### src/rtl/jtag_catch_multi.sv
// Passive JTAG snooper: tracks the TAP controller on sclk, latches IR scans and packs DR scans
// (optionally interleaved with TDO) into DATA_W-bit RAM words.
module jtag_catch_multi #(
  parameter int unsigned IR_W        = 8,
  parameter int unsigned DATA_W      = 32,
  parameter int unsigned ADDR_W      = 10,
  parameter int unsigned LEN_W       = 16,
  parameter int unsigned SYNC_STAGES = 2
) (
  input  logic              sclk,
  input  logic              reset,
  input  logic              TCK,
  input  logic              TMS,
  input  logic              TDI,
  input  logic              TDO,
  input  logic [1:0]        enable_register_i,
  input  logic              capture_tdo_i,
  input  logic              ir_filter_en_i,
  input  logic [IR_W-1:0]   ir_filter_i,
  input  logic              clear_int_i,
  output logic              int_register_o,
  output logic [IR_W-1:0]   IR_register,
  output logic [LEN_W-1:0]  DATALEN_register_o,
  output logic [ADDR_W:0]   words_o,
  output logic              missed_o,
  output logic              overflow_o,
  output logic              INT,
  output logic              ram_we,
  output logic [ADDR_W-1:0] ram_waddr,
  output logic [DATA_W-1:0] ram_wdata
);

  localparam int unsigned CNT_W = (DATA_W > 1) ? $clog2(DATA_W) : 1;

  typedef enum logic [3:0] {
    StExit2Dr    = 4'h0, StExit1Dr    = 4'h1, StShiftDr  = 4'h2, StPauseDr  = 4'h3,
    StSelectIr   = 4'h4, StUpdateDr   = 4'h5, StCaptureDr = 4'h6, StSelectDr = 4'h7,
    StExit2Ir    = 4'h8, StExit1Ir    = 4'h9, StShiftIr  = 4'hA, StPauseIr  = 4'hB,
    StRunIdle    = 4'hC, StUpdateIr   = 4'hD, StCaptureIr = 4'hE, StTestLogicReset = 4'hF
  } tap_e;

  logic [SYNC_STAGES-1:0] tck_s, tms_s, tdi_s, tdo_s;
  logic                   tck_prev_q;
  tap_e                   tap_q, tap_next;
  logic [IR_W-1:0]        ir_sr_q;
  logic                   active_q;
  logic [CNT_W-1:0]       bitcnt_q;
  logic [LEN_W-1:0]       len_q;
  logic [DATA_W-1:0]      tdi_word_q, tdo_word_q, tdi_new, tdo_new;
  logic [DATA_W-1:0]      wr_tdi_q, wr_tdo_q;
  logic                   pend_tdi_q, pend_tdo_q;
  logic [ADDR_W:0]        wcnt_q;

  logic tck_rise, tms, tdi, tdo, shift_dr, flush, frame_done, int_busy, wr_go, wr_full;

  assign tck_rise   = tck_s[SYNC_STAGES-1] & ~tck_prev_q;
  assign tms        = tms_s[SYNC_STAGES-1];
  assign tdi        = tdi_s[SYNC_STAGES-1];
  assign tdo        = tdo_s[SYNC_STAGES-1];
  assign shift_dr   = tck_rise && (tap_q == StShiftDr) && active_q;
  // Flush on a full word, or on the last shift bit before Exit1-DR (TMS=1).
  assign flush      = shift_dr && ((bitcnt_q == CNT_W'(DATA_W - 1)) || tms);
  assign frame_done = tck_rise && (tap_next == StUpdateDr) && active_q;
  // A clear arriving in the completion cycle frees the slot for this frame.
  assign int_busy   = int_register_o & ~clear_int_i;
  assign wr_go      = pend_tdi_q | pend_tdo_q;
  assign wr_full    = wcnt_q[ADDR_W];
  assign INT        = int_register_o;

  always_comb begin
    tdi_new           = tdi_word_q;
    tdo_new           = tdo_word_q;
    tdi_new[bitcnt_q] = tdi;
    tdo_new[bitcnt_q] = tdo;
  end

  always_comb begin
    tap_next = StTestLogicReset;
    unique case (tap_q)
      StTestLogicReset: tap_next = tms ? StTestLogicReset : StRunIdle;
      StRunIdle:        tap_next = tms ? StSelectDr : StRunIdle;
      StSelectDr:       tap_next = tms ? StSelectIr : StCaptureDr;
      StCaptureDr:      tap_next = tms ? StExit1Dr : StShiftDr;
      StShiftDr:        tap_next = tms ? StExit1Dr : StShiftDr;
      StExit1Dr:        tap_next = tms ? StUpdateDr : StPauseDr;
      StPauseDr:        tap_next = tms ? StExit2Dr : StPauseDr;
      StExit2Dr:        tap_next = tms ? StUpdateDr : StShiftDr;
      StUpdateDr:       tap_next = tms ? StSelectDr : StRunIdle;
      StSelectIr:       tap_next = tms ? StTestLogicReset : StCaptureIr;
      StCaptureIr:      tap_next = tms ? StExit1Ir : StShiftIr;
      StShiftIr:        tap_next = tms ? StExit1Ir : StShiftIr;
      StExit1Ir:        tap_next = tms ? StUpdateIr : StPauseIr;
      StPauseIr:        tap_next = tms ? StExit2Ir : StPauseIr;
      StExit2Ir:        tap_next = tms ? StUpdateIr : StShiftIr;
      StUpdateIr:       tap_next = tms ? StSelectDr : StRunIdle;
      default:          tap_next = StTestLogicReset;
    endcase
  end

  always_ff @(posedge sclk or negedge reset) begin
    if (!reset) begin
      tck_s              <= '0;
      tms_s              <= '0;
      tdi_s              <= '0;
      tdo_s              <= '0;
      tck_prev_q         <= 1'b0;
      tap_q              <= StTestLogicReset;
      ir_sr_q            <= '0;
      active_q           <= 1'b0;
      bitcnt_q           <= '0;
      len_q              <= '0;
      tdi_word_q         <= '0;
      tdo_word_q         <= '0;
      wr_tdi_q           <= '0;
      wr_tdo_q           <= '0;
      pend_tdi_q         <= 1'b0;
      pend_tdo_q         <= 1'b0;
      wcnt_q             <= '0;
      int_register_o     <= 1'b0;
      IR_register        <= '0;
      DATALEN_register_o <= '0;
      words_o            <= '0;
      missed_o           <= 1'b0;
      overflow_o         <= 1'b0;
      ram_we             <= 1'b0;
      ram_waddr          <= '0;
      ram_wdata          <= '0;
    end else begin
      tck_s      <= {tck_s[SYNC_STAGES-2:0], TCK};
      tms_s      <= {tms_s[SYNC_STAGES-2:0], TMS};
      tdi_s      <= {tdi_s[SYNC_STAGES-2:0], TDI};
      tdo_s      <= {tdo_s[SYNC_STAGES-2:0], TDO};
      tck_prev_q <= tck_s[SYNC_STAGES-1];
      ram_we     <= 1'b0;

      int_register_o <= (int_register_o & ~clear_int_i) | (frame_done & ~int_busy);
      missed_o       <= (missed_o & ~clear_int_i) | (frame_done & int_busy);
      overflow_o     <= (overflow_o & ~clear_int_i) | (wr_go & wr_full);

      // Drain pending words one per sclk; TDI word always precedes its TDO word.
      if (wr_go) begin
        if (pend_tdi_q) pend_tdi_q <= 1'b0;
        else            pend_tdo_q <= 1'b0;
        if (!wr_full) begin
          ram_we    <= 1'b1;
          ram_waddr <= wcnt_q[ADDR_W-1:0];
          ram_wdata <= pend_tdi_q ? wr_tdi_q : wr_tdo_q;
          wcnt_q    <= wcnt_q + 1'b1;
        end
      end

      if (tck_rise) begin
        tap_q <= tap_next;
        if (tap_q == StShiftIr) ir_sr_q <= {tdi, ir_sr_q[IR_W-1:1]};
        if (tap_next == StUpdateIr && enable_register_i[0]) IR_register <= ir_sr_q;

        if (tap_next == StCaptureDr) begin
          active_q   <= enable_register_i[1] &&
                        (!ir_filter_en_i || (IR_register == ir_filter_i));
          bitcnt_q   <= '0;
          len_q      <= '0;
          tdi_word_q <= '0;
          tdo_word_q <= '0;
          wcnt_q     <= '0;
        end

        if (shift_dr) begin
          if (len_q != '1) len_q <= len_q + 1'b1;
          if (flush) begin
            bitcnt_q   <= '0;
            tdi_word_q <= '0;
            tdo_word_q <= '0;
            wr_tdi_q   <= tdi_new;
            wr_tdo_q   <= tdo_new;
            pend_tdi_q <= 1'b1;
            pend_tdo_q <= capture_tdo_i;
          end else begin
            bitcnt_q   <= bitcnt_q + 1'b1;
            tdi_word_q <= tdi_new;
            tdo_word_q <= tdo_new;
          end
        end

        if (frame_done) begin
          active_q <= 1'b0;
          if (!int_busy) begin
            DATALEN_register_o <= len_q;
            words_o            <= wcnt_q;
          end
        end

        if (tap_next == StTestLogicReset) begin
          active_q   <= 1'b0;
          bitcnt_q   <= '0;
          tdi_word_q <= '0;
          tdo_word_q <= '0;
        end
      end
    end
  end

endmodule
### config.mk
export PLATFORM = sky130hd
export DESIGN_NAME = jtag_catch_multi
export DESIGN_NICKNAME = d
export VERILOG_FILES = /design/src/rtl/jtag_catch_multi.sv
export SDC_FILE = /design/constraint.sdc
export NUM_CORES = 1
export LEC_CHECK = 0
export ABC_AREA = 1
export CORE_MARGIN = 2
export CORE_UTILIZATION = 30
export CTS_CLUSTER_DIAMETER = 30
export DETAILED_ROUTE_END_ITERATION = 8
export GPL_ROUTABILITY_DRIVEN = 0
export SYNTH_ARGS = -nofsm -noshare
export SYNTH_HDL_FRONTEND = slang
export SYNTH_SLANG_ARGS = --single-unit
### constraint.sdc
create_clock -name sclk -period 1.9 [get_ports sclk]
set_input_delay 0.285 -clock sclk [delete_from_list [all_inputs] [get_ports sclk]]
set_output_delay 0.285 -clock sclk [all_outputs]
set_load 0.01 [all_outputs]
==> key figures <==
Synth
  • Post-synth top cells: nand2_1, dfrtp_1, o21ai_0
  • Synth top area share: between 50 and 60%
  • Yosys reg bits: 265
  • Syn Std Cell Area: ~12000 um^2
  • Cell variety after synth: 37
  • Syn Nets: 1449
  • Syn Inst Count: about 1400
  • Compound-Gate Fraction of Synth Area: roughly 8.6%
  • Mean Syn Cell Area: ~8 um^2
  • Synth Flop Type: dfrtp_1
  • Mux cell area share after synthesis: 0%
  • Xor-xnor portion of the synthesized cell area: 1.801%
  • Simple-gate area share of the yosys netlist: 27.43%
  • Synth area leader: dfrtp_1
  • Most frequent cell after synthesis: nand2_1
  • Dominant cells by area after synthesis: dfrtp_1, nand2_1, o21ai_0
  • Largest family of logic cells by synthesized area: simple AND/OR/NAND/NOR gates
  • Post-synth EDFFs: 0
  • Synthesis Warnings: 0
  • Adder-Cell Fraction of Synth Area: 0.7506%
  • Ys async rst share: between 90% and 100%
  • Sequential share of the synthesized area: roughly 57%

Clocking
  • Clock-pin slew on the worst setup and hold paths: 0.04 ns
  • Insertion delay to the later sink of the worst-skew pair: 0.56 ns
  • Clock Sinks: 265
  • CTS tree: done
  • Bufs on Longest Clock Path: 3
  • CTS Buf Count: slightly below 70
  • H-tree depth: 3
  • Clock Tree Root: clkbuf_16

Die
  • Core Box Area: 38560 um^2
  • Die X: about 200 um
  • # IOs: 101
  • Row Count: just over 70
  • Initial Utilization: between 30% and 40%
  • Die ar.: 40490 um^2
  • Die span in y: about 200 um

Power
  • Maximum VDD drop: around 640 uV
  • Internal Power: ~17 mW
  • Clock power frac: 55.0%
  • Switching part of the total power: 26.06%
  • Net Switching: 5.937 mW
  • Logic pwr share: between 15 and 20%
  • Lkg Pwr: 7.894 nW
  • Power per cell area: between 1000 and 1500 nW/um^2
  • Sequential power share: 29.6%

STA
  • Period utilisation layout: 104.7%
  • Hold_ws: 0.1752 ns
  • Final Worst Setup Slack: -0.09012 ns
  • Fin. Hold Viols: 0
  • Final min period: around 2 ns
  • Unrepaired setup endpoints after global routing: yes
  • Fin. max-slew vios: 0
  • Worst slew pin tran: 0.4183 ns
  • Max Clock Freq: ~0.50 GHz
  • Skew final: ~0.019 ns
  • Worst relative slew slack: 72.11%
  • Final Setup Violations: 76

Hold path
  • Hold endpoint: tdi_s[0]
  • Hold Path Class: in -> reg
  • Worst Hold Depth: 1
  • Hold_sp: TDI

Finish
  • Antenna diode count: 0
  • Synth-to-Final Area Change: 43.17%
  • Nets: 1629
  • Post-Layout Cell Count: 2174
  • Util after Layout: roughly 43%
  • Share of layout cells above drive strength 1: 16.73%

Detailed routing
  • Via-per-instance ratio: 4.602
  • First-pass DRT Iterations: 5
  • DRT antenna net count: 0
  • DRC Markers: 0
  • Overall routed net length: between 30 and 40 mm
  • Routed via count: roughly 10000
  • Drt first-iter violations: approximately 540
  • Avg WL per Cell: 14.40 um

Global route
  • GR Util met1: between 10% and 20%
  • GR peak layer: met2
  • Initial antenna violation count: 0
  • Gr usage total: 14.60%
  • Largest net degree at the start of global routing: 70
  • GRT met2 Usage: ~25%
  • Number of global-route vias before repair: approximately 10000
  • Met3 Use GR: approximately 3.4%
  • GRT overflow: 0
  • First-pass GRT wire length: 49.28 mm

Setup path
  • Crit. End Element: flip-flop
  • CP startpoint kind: flip-flop
  • WP data required: 2.33 ns
  • Reg2reg end: DATALEN_register_o[15]
  • Max FO, Critical Path: 9
  • Worst reg-to-reg setup slack: -0.09 ns
  • Crit path DAT: around 2.4 ns
  • FF-to-FF Start: tap_q[2]
  • Crit Path Class: reg -> reg
  • R2R depth: 11

Placement
  • DP HPWL: approximately 18 mm
  • Placed instance count: slightly above 2000
  • Number of port buffers: 100
  • Worst slack, placed: -0.03583 ns

Run status
  • Outcome: finished, violations left
  • Violated checks: negative setup slack

Run
  • Max Cap Viol: 0
## worst max-delay path, cell delays in order (launching register included)
cell	delay [ns]
dfstp_2	0.59
inv_4	0.06
nor2_4	0.14
nand2_1	0.10
nand4_1	0.15
buf_4	0.16
nand3_4	0.07
nor2_4	0.16
nand2_4	0.11
clkbuf_16	0.19
nand2_1	0.06
o21ai_0	0.07
## what timing repair did
action	in CTS	in global routing
gates cloned	0	12
endpoints found under the hold margin	262	0
hold buffers	1	0
buffers inserted	1	8
endpoints found under the setup margin	43	185
pin swaps	1	15
gates resized for setup	5	70
## final cells by class
| cell class | instances | area (um^2) |
|---|---|---|
| multi-input combinational | 1032 | 4710 |
| sequential | 265 | 6636 |
| timing repair buffer | 173 | 1934 |
| clock inverter | 41 | 643.1 |
| clock buffer | 82 | 1886 |
| fill | 3685 | 21850 |
| inverter | 63 | 249.0 |
| tap | 518 | 648.1 |
## cell families (layout without fill, tap and decap cells)
family	Yosys count	count (layout)
fa+ha+maj	7	7
simple gates	817	818
xor+xnor	24	24
flops	265	265
compound gates	183	183
buf+inv	127	359
## registers in the layout, indices dropped and copies added, names as in the netlist, 2 cells and up
name / flops
wcnt_q: 11
tdi_s: 2
tms_s: 2
tdo_s: 2
words_o: 11
wr_tdo_q: 32
bitcnt_q: 5
ram_wdata: 32
DATALEN_register_o: 16
ir_sr_q: 8
wr_tdi_q: 32
tdo_word_q: 32
ram_waddr: 10
IR_register: 8
len_q: 16
tap_q: 4
tdi_word_q: 32
tck_s: 2
## cell usage in the layout, fill, tap and decap left out, drive strengths merged
master	n
inv	68
nor3	11
a31oi	32
clkinv	15
dfstp	4
a22o	1
ha	7
dlygate4sd3	1
nor2	92
bufinv	13
dfrtp	261
nor3b	1
nand4	5
buf	63
o21bai	1
a211oi	1
o21ai	133
or2	3
nand2	679
clkbuf	92
o31ai	1
nand3	27
a21oi	14
clkinvlp	8
clkdlybuf4s50	99
xnor2	8
xor2	16
## how the worst max path moves through the flow
stage                           start                      to  slack (ns)
after floorplan           bitcnt_q[0]             wr_tdi_q[0]       -0.01
final                        tap_q[2]  DATALEN_register_o[15]       -0.09
after detailed placement  bitcnt_q[1]             bitcnt_q[3]       -0.04
after CTS                    tap_q[2]              words_o[8]       -0.01
after global placement    bitcnt_q[1]             bitcnt_q[3]        0.01
after global routing         tap_q[2]  DATALEN_register_o[15]       -0.17
## power groups by stage
stage               logic, mW  registers [mW]  clock network [mW]
finish                   3.52            6.73                12.5
global route             3.87            6.83                13.1
CTS                      3.17            6.72                12.7
detailed placement       3.10            6.80                   0
global placement         3.08            6.78                   0
floorplan                1.23            6.92                   0
## stage by stage
stage / area, um^2 / power (mW) / setup TNS [ns]
final: 16710 / 22.78 / -1.871
after global placement: 13600 / 9.860 / 0
after CTS: 16160 / 22.60 / -0.04369
after global routing: 16710 / 23.76 / -12.02
after floorplan: 11670 / 8.151 / -0.7161
after detailed placement: 13600 / 9.901 / -0.08748
## per-layer routing
| metal | part of all wire, % | up-vias |
|---|---|---|
| met5 | 0 | - |
| met4 | 1.8 | 0 |
| met3 | 5.0 | 49 |
| met2 | 50 | 240 |
| met1 | 44 | 4827 |
| li1 | - | 4888 |
(Power assumes the default switching activity.)
